**src/rtl/fifo_pkg.sv**
```systemverilog
// Shared definitions for the async FIFO read-side blocks: handshake defaults,
// a constant-safe clog2 and the contiguous lane-keep mask helper.
package fifo_pkg;

  localparam int unsigned DefDSize = 8;
  localparam int unsigned DefRatio = 4;
  localparam int unsigned MaxRatio = 32;

  function automatic int unsigned clog2(input int unsigned n);
    int unsigned r;
    r = 0;
    while ((64'd1 << r) < 64'(n)) begin
      r++;
    end
    return r;
  endfunction

  // Lanes [cnt-1:0] set, clipped to ratio; callers slice the low RATIO bits.
  function automatic logic [MaxRatio-1:0] keep_mask(input int unsigned cnt,
                                                    input int unsigned ratio);
    logic [MaxRatio-1:0] m;
    m = '0;
    for (int unsigned i = 0; i < MaxRatio; i++) begin
      m[i] = (i < cnt) && (i < ratio);
    end
    return m;
  endfunction

endpackage

```
**src/rtl/fifo_idle_timer.sv**
```systemverilog
// Idle cycle counter: raises hit once TIMEOUT enabled cycles have elapsed since the
// last clear, then restarts. TIMEOUT=0 disables the timer entirely.
module fifo_idle_timer #(
  parameter int unsigned TIMEOUT = 8,
  parameter int unsigned T_SIZE  = 4
) (
  input  logic clk_i,
  input  logic rst_ni,
  input  logic clear_i,
  input  logic enable_i,
  output logic hit_o
);

  localparam logic [T_SIZE-1:0] Limit = T_SIZE'(TIMEOUT);

  logic [T_SIZE-1:0] cnt_q, cnt_d;

  assign hit_o = (TIMEOUT != 0) && (cnt_q == Limit);

  always_comb begin
    cnt_d = cnt_q;
    if (clear_i || hit_o) begin
      cnt_d = '0;
    end else if (enable_i) begin
      cnt_d = cnt_q + T_SIZE'(1);
    end
  end

  always_ff @(posedge clk_i or negedge rst_ni) begin
    if (!rst_ni) begin
      cnt_q <= '0;
    end else begin
      cnt_q <= cnt_d;
    end
  end

endmodule

```
**src/rtl/fifo_rd_packer.sv**
```systemverilog
// Read-domain FIFO consumer: packs RATIO first-word-fall-through entries little-endian into
// one output word on a valid/ready stream, with flush-on-request and idle-timeout flush.
module fifo_rd_packer
  import fifo_pkg::*;
#(
  parameter int unsigned D_SIZE  = DefDSize,
  parameter int unsigned RATIO   = DefRatio,
  parameter int unsigned TIMEOUT = 8,
  parameter int unsigned T_SIZE  = 4
) (
  input  logic                         i_r_clk,
  input  logic                         i_r_rstn,
  input  logic                         i_empty,
  input  logic [D_SIZE-1:0]            i_r_data,
  output logic                         o_r_inc,
  input  logic                         i_flush,
  output logic [D_SIZE*RATIO-1:0]      o_data,
  output logic [RATIO-1:0]             o_keep,
  output logic                         o_valid,
  input  logic                         i_ready,
  output logic [clog2(RATIO+1)-1:0]    o_lanes
);

  localparam int unsigned CntW  = clog2(RATIO + 1);
  localparam int unsigned WordW = D_SIZE * RATIO;
  localparam logic [CntW-1:0] FullCnt = CntW'(RATIO);

  logic [RATIO-1:0][D_SIZE-1:0] acc_q, acc_d;
  logic [CntW-1:0]              acc_cnt_q, acc_cnt_d;
  logic [WordW-1:0]             data_q, data_d;
  logic [RATIO-1:0]             keep_q, keep_d;
  logic                         valid_q, valid_d;
  logic                         flush_q, flush_d;

  logic                out_free, xfer, pop, acc_nonempty, hit;
  logic [MaxRatio-1:0] keep_full;
  logic [RATIO-1:0]    keep_now;

  assign acc_nonempty = (acc_cnt_q != '0);
  assign out_free     = !valid_q || i_ready;
  assign xfer         = out_free && ((acc_cnt_q == FullCnt) || (flush_q && acc_nonempty));
  assign pop          = !i_empty && ((acc_cnt_q < FullCnt) || xfer);
  assign keep_full    = keep_mask(32'(acc_cnt_q), RATIO);
  assign keep_now     = keep_full[RATIO-1:0];

  assign o_r_inc = pop;
  assign o_data  = data_q;
  assign o_keep  = keep_q;
  assign o_valid = valid_q;
  assign o_lanes = acc_cnt_q;

  fifo_idle_timer #(
    .TIMEOUT (TIMEOUT),
    .T_SIZE  (T_SIZE)
  ) u_idle_timer (
    .clk_i    (i_r_clk),
    .rst_ni   (i_r_rstn),
    .clear_i  (pop || xfer || !acc_nonempty),
    .enable_i (acc_nonempty && !pop && !flush_q),
    .hit_o    (hit)
  );

  // Accumulator: a pop during xfer restarts the word at lane 0.
  always_comb begin
    acc_d     = acc_q;
    acc_cnt_d = acc_cnt_q;
    if (xfer) begin
      acc_cnt_d = '0;
      if (pop) begin
        acc_d[0]  = i_r_data;
        acc_cnt_d = CntW'(1);
      end
    end else if (pop) begin
      for (int unsigned k = 0; k < RATIO; k++) begin
        if (acc_cnt_q == CntW'(k)) begin
          acc_d[k] = i_r_data;
        end
      end
      acc_cnt_d = acc_cnt_q + CntW'(1);
    end
  end

  // Output register; lanes beyond acc_cnt are zeroed so stale data never leaks.
  always_comb begin
    data_d  = data_q;
    keep_d  = keep_q;
    valid_d = valid_q;
    if (xfer) begin
      for (int unsigned k = 0; k < RATIO; k++) begin
        data_d[k*D_SIZE +: D_SIZE] = keep_now[k] ? acc_q[k] : '0;
      end
      keep_d  = keep_now;
      valid_d = 1'b1;
    end else if (valid_q && i_ready) begin
      valid_d = 1'b0;
    end
  end

  // A request arriving with an xfer survives it and applies to the following lanes.
  assign flush_d = i_flush || hit || (flush_q && !xfer && acc_nonempty);

  always_ff @(posedge i_r_clk or negedge i_r_rstn) begin
    if (!i_r_rstn) begin
      acc_q     <= '0;
      acc_cnt_q <= '0;
      data_q    <= '0;
      keep_q    <= '0;
      valid_q   <= 1'b0;
      flush_q   <= 1'b0;
    end else begin
      acc_q     <= acc_d;
      acc_cnt_q <= acc_cnt_d;
      data_q    <= data_d;
      keep_q    <= keep_d;
      valid_q   <= valid_d;
      flush_q   <= flush_d;
    end
  end

endmodule

```
**config.mk**
```make
export PLATFORM = sky130hd
export DESIGN_NAME = fifo_rd_packer
export DESIGN_NICKNAME = d
export VERILOG_FILES = /design/src/rtl/fifo_pkg.sv /design/src/rtl/fifo_idle_timer.sv /design/src/rtl/fifo_rd_packer.sv
export SDC_FILE = /design/constraint.sdc
export NUM_CORES = 1
export LEC_CHECK = 0
export BUFFER_PORTS_ARGS = -buffer_cell sky130_fd_sc_hd__buf_2
export CELL_PAD_IN_SITES_DETAIL_PLACEMENT = 0
export CELL_PAD_IN_SITES_GLOBAL_PLACEMENT = 1
export CORE_ASPECT_RATIO = 0.9
export CORE_UTILIZATION = 44
export CTS_CLUSTER_SIZE = 40
export DETAILED_ROUTE_END_ITERATION = 10
export GPL_TIMING_DRIVEN = 0
export PLACE_DENSITY_LB_ADDON = 0.1
export SETUP_SLACK_MARGIN = 0.3
export SLEW_MARGIN = 40
export SYNTH_ARGS = -nofsm -noshare
export SYNTH_HDL_FRONTEND = slang
export SYNTH_SLANG_ARGS = --single-unit
```
**constraint.sdc**
```tcl
create_clock -name i_r_clk -period 3.2 [get_ports i_r_clk]
set_clock_uncertainty 0.2 [all_clocks]
set_input_delay 0.96 -clock i_r_clk [delete_from_list [all_inputs] [get_ports i_r_clk]]
set_output_delay 0.96 -clock i_r_clk [all_outputs]
set_load 0.01 [all_outputs]
```
==> results of run 1 <==
## area by class of cell
class,instances,area share [%]
Buffer,12,2.04
Clock buffer,11,3.86
Clock inverter,4,1.21
Inverter,7,0.797
Multi-Input combinational cell,183,30.5
Sequential cell,77,49.2
Tap cell,90,2.87
Timing Repair Buffer,64,9.60
## registers in the layout (all words and copies together), names as in the netlist
name,flops
acc_q,32
flush_q,1
o_data,32
o_keep,4
o_lanes,3
o_valid,1
u_idle_timer.cnt_q,4
## Yosys cell counts, drive strengths merged
cell    number
a21boi       2
a21oi        5
a221o        1
buf          8
clkbuf       4
dfrtp       77
ha           5
inv          7
mux2        34
mux2i        1
nand2       74
nand2b       3
nand3        2
nand3b       1
nand4        2
nor2         4
nor2b        1
nor3         1
o211ai       3
o21ai       38
o21bai       1
o221ai       1
o311ai       1
or3          2
xnor2        1
## cell families after synthesis
group | share of synthesized area (%)
mux | 12.4
simple gates | 12.1
compound gates | 9.97
flops | 60.7
fa+ha+maj | 1.97
xor+xnor | 0.276
buf+inv | 2.64
## routing by layer
layer | share of wire (%) | track usage, % | vias up
li1 | - | - | 1093
met2 | 45 | 33.2 | 60
met5 | 0 | 0 | -
met1 | 49 | 29.5 | 1122
met3 | 5.0 | 5.77 | 11
met4 | 1.4 | 6.35 | 0
## worst max-delay path, stage by stage
cell and delay (ns):
sky130_fd_sc_hd__buf_2 0.08, sky130_fd_sc_hd__nand2b_4 0.12, sky130_fd_sc_hd__o211ai_4 0.09, sky130_fd_sc_hd__buf_6 0.14, sky130_fd_sc_hd__buf_8 0.11, sky130_fd_sc_hd__a21oi_2 0.10, sky130_fd_sc_hd__buf_2 0.14
## power groups by stage
stage	Combinational [mW]	Sequential (mW)	Clock, mW
CTS	1.67	1.64	0.757
finish	1.66	1.64	0.736
floorplan	0.884	1.73	0
global route	1.86	1.70	0.799
global placement	1.46	1.66	0
detailed placement	1.49	1.67	0
## what timing repair did
| item | CTS | global route |
|---|---|---|
| setup buffers | 11 | 0 |
| gates resized for setup | 13 | 0 |
| endpoints found under the setup margin | 1 | 1 |
| endpoints found under the hold margin | 0 | 0 |
| pin swaps | 2 | 1 |
## per-stage QoR
stage / utilization [%] / hold WS, ns / area (sq um)
after floorplan: - / 0.279 / 3190
after global placement: 52.7 / 0.257 / 3560
after global routing: 58.0 / 0.238 / 3920
after detailed placement: 53.2 / 0.265 / 3600
after CTS: 58.0 / 0.246 / 3920
final: 58.0 / 0.249 / 3920
## path summary, 6_finish.rpt
check / from / to / slack [ns]
min in group i_r_clk: o_data[4] / o_data[4] / 0.27
max in group asynchronous: i_r_rstn / acc_q[5] / 2.00
hold / removal: i_r_rstn / o_keep[3] / 0.25
setup reg to reg: o_lanes[0] / u_idle_timer.cnt_q[3] / 1.07
hold reg to reg: o_data[4] / o_data[4] / 0.27
setup / recovery: i_ready / o_r_inc / 0.31
==> summary.log, run 1 <==
[outcome] outcome complete, no violations
[die] horizontal die dimension 91.5 um
[hold_path] worst hold-check path type input pin to asynchronous set/reset pin
[logic_synthesis] synthesis warning total 0
[layout] multi-input combinational cell area 1190 sq um
[worst_setup_path] critical path type input pin to output port
[power_and_ir_drop] overall power after layout 4.04 mW
[cts] clk_lat worst skew 0.35 ns
[worst_setup_path] maximum fanout count along the critical path 2
[grt] antenna violations before repair 0
[place] final estimated routing congestion in global placement 0.739
[die] num rows 28
[layout] fraction of layout instances using a drive strength above 1 37.4%
[layout] Sequential Area 1930 sq um
[timing] Post-Route Setup TNS 0 ns
[power_and_ir_drop] net switching component of the power 1.49 mW
[route] Residual DRC 0
[cts] clock slew at reported path FFs 0.08 ns
[worst_setup_path] required time at the endpoint of the critical path 2.04 ns
[cts] clock buffer depth 2
[place] Place WS -0.0870 ns
[flow_run] maximum capacitance violations 0
[route] Routed WL per cell 15.9 um
[logic_synthesis] syn_nets 297
[worst_setup_path] category of the worst setup path launch point input pin
[logic_synthesis] average footprint of a synthesized cell 11.4 sq um
[logic_synthesis] top post-synthesis cells by area sky130_fd_sc_hd__dfrtp_1, sky130_fd_sc_hd__mux2_2, sky130_fd_sc_hd__nand2_1
[die] floorplan core area 6760 sq um
[power_and_ir_drop] power share of the clock group 18.2%
[logic_synthesis] share of synthesized area occupied by flip-flops and latches 60.7%
[layout] NumNets Final 372
[layout] antenna cells 0
[worst_setup_path] Worst Setup End Kind output port
[logic_synthesis] synthesized instance count 279
[cts] CTS buffer count 9
[die] starting density of the core 46.9%
[power_and_ir_drop] power density normalized to cell area 1030 nW/um^2
[cts] Max H-tree Level 3
[cts] CTS hold repair buffers 0
[logic_synthesis] number of distinct standard cells referenced by the synthesized netlist 31
[grt] global-route total usage across every layer 21.3%
[timing] maximum achievable frequency 346 MHz
[route] 1st-iter DRT viols 129
[grt] GR Overflow Total 0
[grt] maximum number of pins on one net before global-route repair 58
[grt] first-pass GRT wire length 11800 um
[die] height of the die 82.6 um
[cts] Root Driver sky130_fd_sc_hd__clkbuf_8
[grt] number of global-route vias before repair 2270
[timing] number of failing hold endpoints at the final stage 0
[logic_synthesis] top-area cell type share of the netlist area 60.7%
[worst_setup_path] worst-case reg-to-reg path depth 8
[die] number of primary I/O pins 54
[route] via total after detailed routing 2286
[power_and_ir_drop] switching fraction of total power 36.8%
[die] total die area 7560 sq um
[timing] number of slew-limit violations in the final report 0
[timing] total of endpoints with negative setup slack in the final report 0
[power_and_ir_drop] Max VDD drop 510 uV
[cts] clock sink count 77
[layout] Fill cells 586
[logic_synthesis] #FFs+latches synth 77
[timing] post-route fraction of the period consumed by the critical path 90.3%
[timing] Max-slew headroom 54.5%
[route] Final ANT Viol Nets 0
[logic_synthesis] Synth Cell Area 3170 sq um
[route] 1st-pass router iterations 5
[timing] min setup slack post-route 0.309 ns
[power_and_ir_drop] part of the total power dissipated in sequential elements 40.7%
[cts] CTS tree built
[worst_setup_path] CP Data Arrival Time 1.73 ns
[timing] minimum clock period after layout 2.89 ns
[route] Routed WL 7130 um
[timing] pin slew with the least headroom to its limit 0.678 ns
[layout] most frequent cells in the layout sky130_fd_sc_hd__dfrtp_1, sky130_fd_sc_hd__nand2_1, sky130_fd_sc_hd__buf_2, sky130_fd_sc_hd__o21ai_0, sky130_fd_sc_hd__mux2_2
[layout] area growth from synthesis to layout 23.6%
[timing] unrepaired setup endpoints after global routing true
[power_and_ir_drop] proportion of power drawn by combinational gates 41.1%
[place] number of I/O port buffers 52
[place] HPWL Detailed 4670 um
[power_and_ir_drop] Leak 1.88 nW
[place] instance count after placement with tap cells included 422
[layout] most common library cell in the layout ignoring fill and taps sky130_fd_sc_hd__dfrtp_1
[logic_synthesis] largest area contributor in the netlist sky130_fd_sc_hd__dfrtp_1
[power_and_ir_drop] Power Internal 2.56 mW
[route] Vias/cell 5.10
[layout] number of cells in the finished layout apart from fillers 448
No activity file was read; power rests on OpenSTA's default activity.
==> run 2: changes to the inputs <==
--- a/config.mk
+++ b/config.mk
@@ -13,6 +13,7 @@
 export CTS_CLUSTER_SIZE = 40
 export DETAILED_ROUTE_END_ITERATION = 10
 export GPL_TIMING_DRIVEN = 0
+export MAX_ROUTING_LAYER = met4
 export PLACE_DENSITY_LB_ADDON = 0.1
 export SETUP_SLACK_MARGIN = 0.3
 export SLEW_MARGIN = 40
==> run 2 against run 1 <==
  * Clock-buffer cell count stayed put
  * Total power hardly changed
  * Register-to-register slack about the same
  * Via count is 0.57% higher
  * Sequential share of layout area is 0.094 points lower
  * Wire length shrank 0.28%
  * Design area is 0.19% higher
  * Worst setup slack improved by 0.00065 ns
  * Cell count up 0.22%
  * Maximum frequency hardly changed
==> summary.log, run 2 (synthesis gave the netlist of run 1 again) <==
[timing] minimum clock period after layout 2.89 ns
[grt] global-route total usage across every layer 22.1%
[worst_setup_path] flop-to-flop setup slack 1.07 ns
[place] final estimated routing congestion in global placement 0.748
[place] HPWL Detailed 4670 um
[grt] GR Overflow Total 0
[layout] area growth from synthesis to layout 23.8%
[route] via total after detailed routing 2299
[timing] maximum achievable frequency 346 MHz
[power_and_ir_drop] Leak 1.88 nW
[power_and_ir_drop] Max VDD drop 505 uV
[timing] pin slew with the least headroom to its limit 0.663 ns
[route] Final ANT Viol Nets 0
[cts] Max H-tree Level 3
[worst_setup_path] critical path type input pin to output port
[timing] unrepaired setup endpoints after global routing true
[worst_setup_path] cell-by-cell listing of the critical path buf_2, nand2b_4, o211ai_4, buf_6, buf_8, a21oi_2, buf_2
[layout] antenna cells 0
[place] instance count after placement with tap cells included 422
[place] number of I/O port buffers 52
[worst_setup_path] cell family contributing the most delay on the critical path buffers and inverters
[cts] clock buffer depth 2
[worst_setup_path] required time at the endpoint of the critical path 2.04 ns
[timing] Max-slew headroom 55.5%
[timing] worst hold slack 0.247 ns
[layout] post-route standard cell area excluding fillers 3930 sq um
[route] 1st-pass router iterations 4
[grt] maximum number of pins on one net before global-route repair 58
[worst_setup_path] buffering stage count on the worst path with inverters included 4
[route] Residual DRC 0
[die] horizontal die dimension 91.5 um
[layout] most common library cell in the layout ignoring fill and taps sky130_fd_sc_hd__dfrtp_1
[outcome] outcome complete, no violations
[hold_path] worst hold-check path type input pin to asynchronous set/reset pin
[flow_run] maximum capacitance violations 0
[route] Routed WL 7110 um
[die] floorplan core area 6760 sq um
[grt] first-pass GRT wire length 11800 um
[power_and_ir_drop] overall power after layout 4.05 mW
[timing] number of failing hold endpoints at the final stage 0
[cts] CTS buffer count 9
[layout] fraction of layout instances using a drive strength above 1 37.6%
[die] number of primary I/O pins 54
[route] Vias/cell 5.12
[worst_setup_path] cell with the biggest individual delay on the critical path sky130_fd_sc_hd__buf_6
[layout] NumNets Final 373
[timing] post-route fraction of the period consumed by the critical path 90.3%
[cts] clock sink count 77
[die] starting density of the core 46.9%
[worst_setup_path] slowest stage delay, CP 0.14 ns
[timing] number of slew-limit violations in the final report 0
[cts] clk_lat worst skew 0.35 ns
[grt] antenna violations before repair 0
[cts] Root Driver sky130_fd_sc_hd__clkbuf_8
[timing] Post-Route Setup TNS 0 ns
[route] 1st-iter DRT viols 114
[power_and_ir_drop] power density normalized to cell area 1030 nW/um^2
[place] post-place instance area 3600 sq um
[layout] most frequent cells in the layout sky130_fd_sc_hd__dfrtp_1, sky130_fd_sc_hd__nand2_1, sky130_fd_sc_hd__buf_2, sky130_fd_sc_hd__o21ai_0, sky130_fd_sc_hd__mux2_2
[timing] total of endpoints with negative setup slack in the final report 0
[cts] clock slew at reported path FFs 0.08 ns
[worst_setup_path] CP Data Arrival Time 1.73 ns
[route] Routed WL per cell 15.8 um
[layout] number of cells in the finished layout apart from fillers 449
[grt] number of global-route vias before repair 2257
[die] num rows 28
[die] height of the die 82.6 um
[worst_setup_path] category of the worst setup path launch point input pin
[worst_setup_path] maximum fanout count along the critical path 2
[worst_setup_path] most repeated library cell on the critical path sky130_fd_sc_hd__buf_2
[worst_setup_path] Worst Setup End Kind output port
[cts] CTS tree built
[die] total die area 7560 sq um
==> run 2: cell count changes in the layout (fill, tap and decap cells not counted) <==
cell | previous run | this run
sky130_fd_sc_hd__buf_4 | 12 | 13
==> run 2: area by class of cell <==
cell class,instances,area (sq um)
well taps,90,113
plain buffers,12,80.1
clock inverters,4,47.5
inverters,7,31.3
flip-flops and latches,77,1930
multi-input cells,183,1190
repair buffers,65,384
clock buffers,11,151
fillers,584,2830
==> run 2: layer usage <==
layer,GRT usage [%],part of all wire (%),wire [um]
met1,30.0,50,3550
met2,33.0,44,3160
met3,5.68,4.0,288
met4,6.35,1.6,111
met5,-,0,0
==> run 2: worst register-to-register path, delay by kind of cell, from the launching register on <==
family / cells / cell delay (ns)
adder cells (fa/ha/maj): 1 / 0.15
AND/OR/NAND/NOR: 2 / 0.51
buffers and inverters: 3 / 0.30
AO/OA/AOI/OAI: 2 / 0.54
flip-flops: 1 / 0.36
==> run 2: per-stage QoR <==
step                utilization [%]  setup slack [ns]
floorplan                         -             0.307
global placement               52.7           -0.0718
detailed placement             53.2           -0.0870
CTS                            58.0             0.310
global route                   58.1             0.230
finish                         58.1             0.310
==> run 2: repair_timing <==
item | in CTS | in global routing
setup endpoints to repair | 1 | 1
buffers inserted | 11 | 1
resized for setup | 13 | 0
hold buffers | 0 | 0
pin swaps | 2 | 1
==> run 2: final timing paths <==
kind / startpoint / to / cells past startpoint
worst max-delay path: i_ready / o_r_inc / 7
worst min-delay path: i_r_rstn / o_keep[3] / 1
worst max register to register: o_lanes[0] / u_idle_timer.cnt_q[3] / 8
worst min register to register: o_data[4] / o_data[4] / 2
max in group asynchronous: i_r_rstn / acc_q[0] / 2
min in group i_r_clk: o_data[4] / o_data[4] / 2
==> run 2: where the power goes <==
group	switching (mW)	internal, mW	leakage, nW
clock	0.337	0.396	0.101
sequential	0.234	1.41	0.977
combinational	0.911	0.757	0.804
total	1.48	2.56	1.88
==> run 3: changes to the inputs <==
--- a/config.mk
+++ b/config.mk
@@ -5,11 +5,12 @@
 export SDC_FILE = /design/constraint.sdc
 export NUM_CORES = 1
 export LEC_CHECK = 0
+export ABC_AREA = 1
 export BUFFER_PORTS_ARGS = -buffer_cell sky130_fd_sc_hd__buf_2
 export CELL_PAD_IN_SITES_DETAIL_PLACEMENT = 0
 export CELL_PAD_IN_SITES_GLOBAL_PLACEMENT = 1
 export CORE_ASPECT_RATIO = 0.9
-export CORE_UTILIZATION = 44
+export CORE_UTILIZATION = 42
 export CTS_CLUSTER_SIZE = 40
 export DETAILED_ROUTE_END_ITERATION = 10
 export GPL_TIMING_DRIVEN = 0
==> run 3 against run 2 <==
  * Sequential cell count unchanged
  * Clock-buffer cell count shrank 1
  * Worst setup slack better by 0.069 ns
  * Wire length rose by 2.6%
  * Cell count grew 17%
  * Total power decreased by 4.8%
  * Largest cell class unchanged
==> summary.log, run 3 <==
[route] Residual DRC 0
[grt] first-pass GRT wire length 12200 um
[die] height of the die 85.1 um
[logic_synthesis] fraction of synthesis flops using an asynchronous set or reset pin 100%
[worst_setup_path] critical path type input pin to output port
[power_and_ir_drop] Leak 2.09 nW
[timing] pin slew with the least headroom to its limit 0.668 ns
[flow_run] maximum capacitance violations 0
[cts] clock slew at reported path FFs 0.07 ns
[logic_synthesis] Synth Cell Area 3220 sq um
[grt] GR Overflow Total 0
[cts] clk_lat worst skew 0.34 ns
[die] floorplan core area 7220 sq um
[worst_setup_path] startpoint of the worst setup timing path i_ready
[grt] global-route total usage across every layer 20.8%
[cts] CTS tree built
[layout] most frequent cells in the layout sky130_fd_sc_hd__nand2_1, sky130_fd_sc_hd__dfrtp_1, sky130_fd_sc_hd__buf_2, sky130_fd_sc_hd__o21ai_0, sky130_fd_sc_hd__inv_1
[route] routed metal-1 wirelength 3780 um
[timing] maximum achievable frequency 354 MHz
[worst_setup_path] worst-case reg-to-reg path depth 10
[route] topmost layer with routed signal wires met4
[logic_synthesis] top-area cell type share of the netlist area 59.8%
[route] Vias/cell 4.87
[route] Met3 Routed Length 331 um
[logic_synthesis] average footprint of a synthesized cell 9.03 sq um
[worst_setup_path] CP Data Arrival Time 1.66 ns
[layout] final core utilization 54.5%
[logic_synthesis] synthesized instance count 357
[logic_synthesis] #FFs+latches synth 77
[route] via total after detailed routing 2567
[timing] minimum clock period after layout 2.82 ns
[die] num rows 29
[timing] total of endpoints with negative setup slack in the final report 0
[cts] Max H-tree Level 3
[grt] number of global-route vias before repair 2464
[logic_synthesis] Post-synth top flop sky130_fd_sc_hd__dfrtp_1
[layout] area growth from synthesis to layout 22.2%
[grt] antenna violations before repair 0
[layout] antenna cells 0
[worst_setup_path] category of the worst setup path launch point input pin
[worst_setup_path] worst reg2reg path endpoint o_data[0]
[die] horizontal die dimension 94.4 um
[die] starting density of the core 44.7%
[logic_synthesis] most frequent cell after synthesis sky130_fd_sc_hd__nand2_1
[logic_synthesis] most common library cells after synthesis sky130_fd_sc_hd__nand2_1, sky130_fd_sc_hd__dfrtp_1, sky130_fd_sc_hd__o21ai_0
[power_and_ir_drop] power density normalized to cell area 978 nW/um^2
[cts] clock buffer depth 2
[logic_synthesis] top post-synthesis cells by area sky130_fd_sc_hd__dfrtp_1, sky130_fd_sc_hd__nand2_1, sky130_fd_sc_hd__o21ai_0
[worst_setup_path] required time at the endpoint of the critical path 2.04 ns
[logic_synthesis] number of distinct standard cells referenced by the synthesized netlist 20
[power_and_ir_drop] Max VDD drop 467 uV
[timing] Post-Route Setup TNS 0 ns
[worst_setup_path] cell with the biggest individual delay on the critical path sky130_fd_sc_hd__buf_2
[route] Routed WL per cell 13.9 um
[route] 1st-pass router iterations 4
[cts] clock sink count 77
[layout] NumNets Final 448
[route] Routed WL 7300 um
[logic_synthesis] largest area contributor in the netlist sky130_fd_sc_hd__dfrtp_1
[logic_synthesis] synthesis warning total 0
[die] total die area 8030 sq um
[worst_setup_path] cell family contributing the most delay on the critical path buffers and inverters
[timing] post-route fraction of the period consumed by the critical path 88.2%
[timing] unrepaired setup endpoints after global routing false
[place] number of I/O port buffers 53
[worst_setup_path] critical path depth 9
[layout] most common library cell in the layout ignoring fill and taps sky130_fd_sc_hd__nand2_1
[hold_path] worst hold-check path type flip-flop to flip-flop
[grt] maximum number of pins on one net before global-route repair 44
[cts] CTS buffer count 9
[worst_setup_path] slowest stage delay, CP 0.12 ns
[route] 1st-iter DRT viols 175
[timing] Max-slew headroom 55.2%
[place] HPWL Detailed 5290 um
[worst_setup_path] maximum fanout count along the critical path 3
[cts] CTS hold repair buffers 0
[worst_setup_path] flop-to-flop setup slack 1.14 ns
[worst_setup_path] cell-by-cell listing of the critical path buf_2, inv_1, nand2_2, nand2_2, buf_6, nand2_1, nand2_4, inv_1, buf_2
[layout] fraction of layout instances using a drive strength above 1 24.2%
[place] final estimated routing congestion in global placement 0.806
[timing] number of slew-limit violations in the final report 0
[timing] worst hold slack 0.275 ns
[timing] number of failing hold endpoints at the final stage 0
[outcome] outcome complete, no violations
[worst_setup_path] Worst Setup End Kind output port
[route] Final ANT Viol Nets 0
[route] routed length on met2 3170 um
[worst_setup_path] worst flop-to-flop path startpoint o_lanes[1]
[worst_setup_path] Worst Setup EP o_r_inc
[worst_setup_path] buffering stage count on the worst path with inverters included 5
[logic_synthesis] syn_nets 375
[logic_synthesis] EDFF count, synth 0
[cts] Root Driver sky130_fd_sc_hd__clkbuf_8
[power_and_ir_drop] overall power after layout 3.85 mW
[die] number of primary I/O pins 54
[logic_synthesis] share of synthesized area occupied by flip-flops and latches 59.8%
[run 3: cell type report]
| type | instances | area (sq um) |
|---|---|---|
| tap | 93 | 116 |
| fill | 711 | 3280 |
| clock buffer | 10 | 138 |
| clock inverter | 5 | 75.1 |
| multi-input combinational | 233 | 1110 |
| timing repair buffer | 62 | 352 |
| buffer | 16 | 100 |
| sequential | 77 | 1930 |
| inverter | 31 | 119 |
[run 3: how the worst min path moves through the flow]
stage | startpoint | endpoint | cells after the start
2_1_floorplan | acc_q[10] | acc_q[10] | 2
3_3_place_gp | o_data[25] | o_data[25] | 2
4_1_cts | acc_q[10] | acc_q[10] | 2
6_report | acc_q[10] | acc_q[10] | 2
5_1_grt | acc_q[27] | acc_q[27] | 2
3_5_place_dp | acc_q[9] | acc_q[9] | 2
[run 3: layer usage]
| layer | vias up | track usage [%] |
|---|---|---|
| li1 | 1288 | - |
| met1 | 1215 | 29.9 |
| met2 | 60 | 29.3 |
| met3 | 4 | 5.73 |
| met4 | 0 | 4.62 |
| met5 | - | - |
[run 3: worst min-delay path: cells and delay by family, from the launching register on]
kind	cells	cell delay, ns
simple gates	2	0.10
flops	1	0.34
[run 3: what timing repair did]
item / 4_1_cts / 5_1_grt
resized for setup: 5 / 6
buffers inserted: 6 / 2
pin swaps: 2 / 1
endpoints found under the setup margin: 1 / 1
[run 3: stage by stage]
step / area (sq um) / setup slack (ns) / cells
final: 3940 / 0.379 / 527
after global routing: 3940 / 0.303 / 527
after CTS: 3900 / 0.338 / 525
after detailed placement: 3630 / 0.104 / 504
after global placement: 3610 / 0.134 / 503
after floorplan: 3220 / 0.471 / 357
[run 3: report_power, final]
part | leakage [nW] | internal [mW] | switching (mW)
Combinational | 0.983 | 0.542 | 0.956
Sequential | 0.999 | 1.35 | 0.218
Clock | 0.112 | 0.452 | 0.331
Total | 2.09 | 2.35 | 1.50
[run 3: kinds of logic after synthesis]
logic type               Yosys count  share of synthesized area [%]
adder cells (fa/ha/maj)            5                           1.94
flip-flops                        77                           59.8
XOR/XNOR                           2                          0.543
AND/OR/NAND/NOR                  169                           22.4
buffers and inverters             47                           6.52
AO/OA/AOI/OAI                     57                           8.85
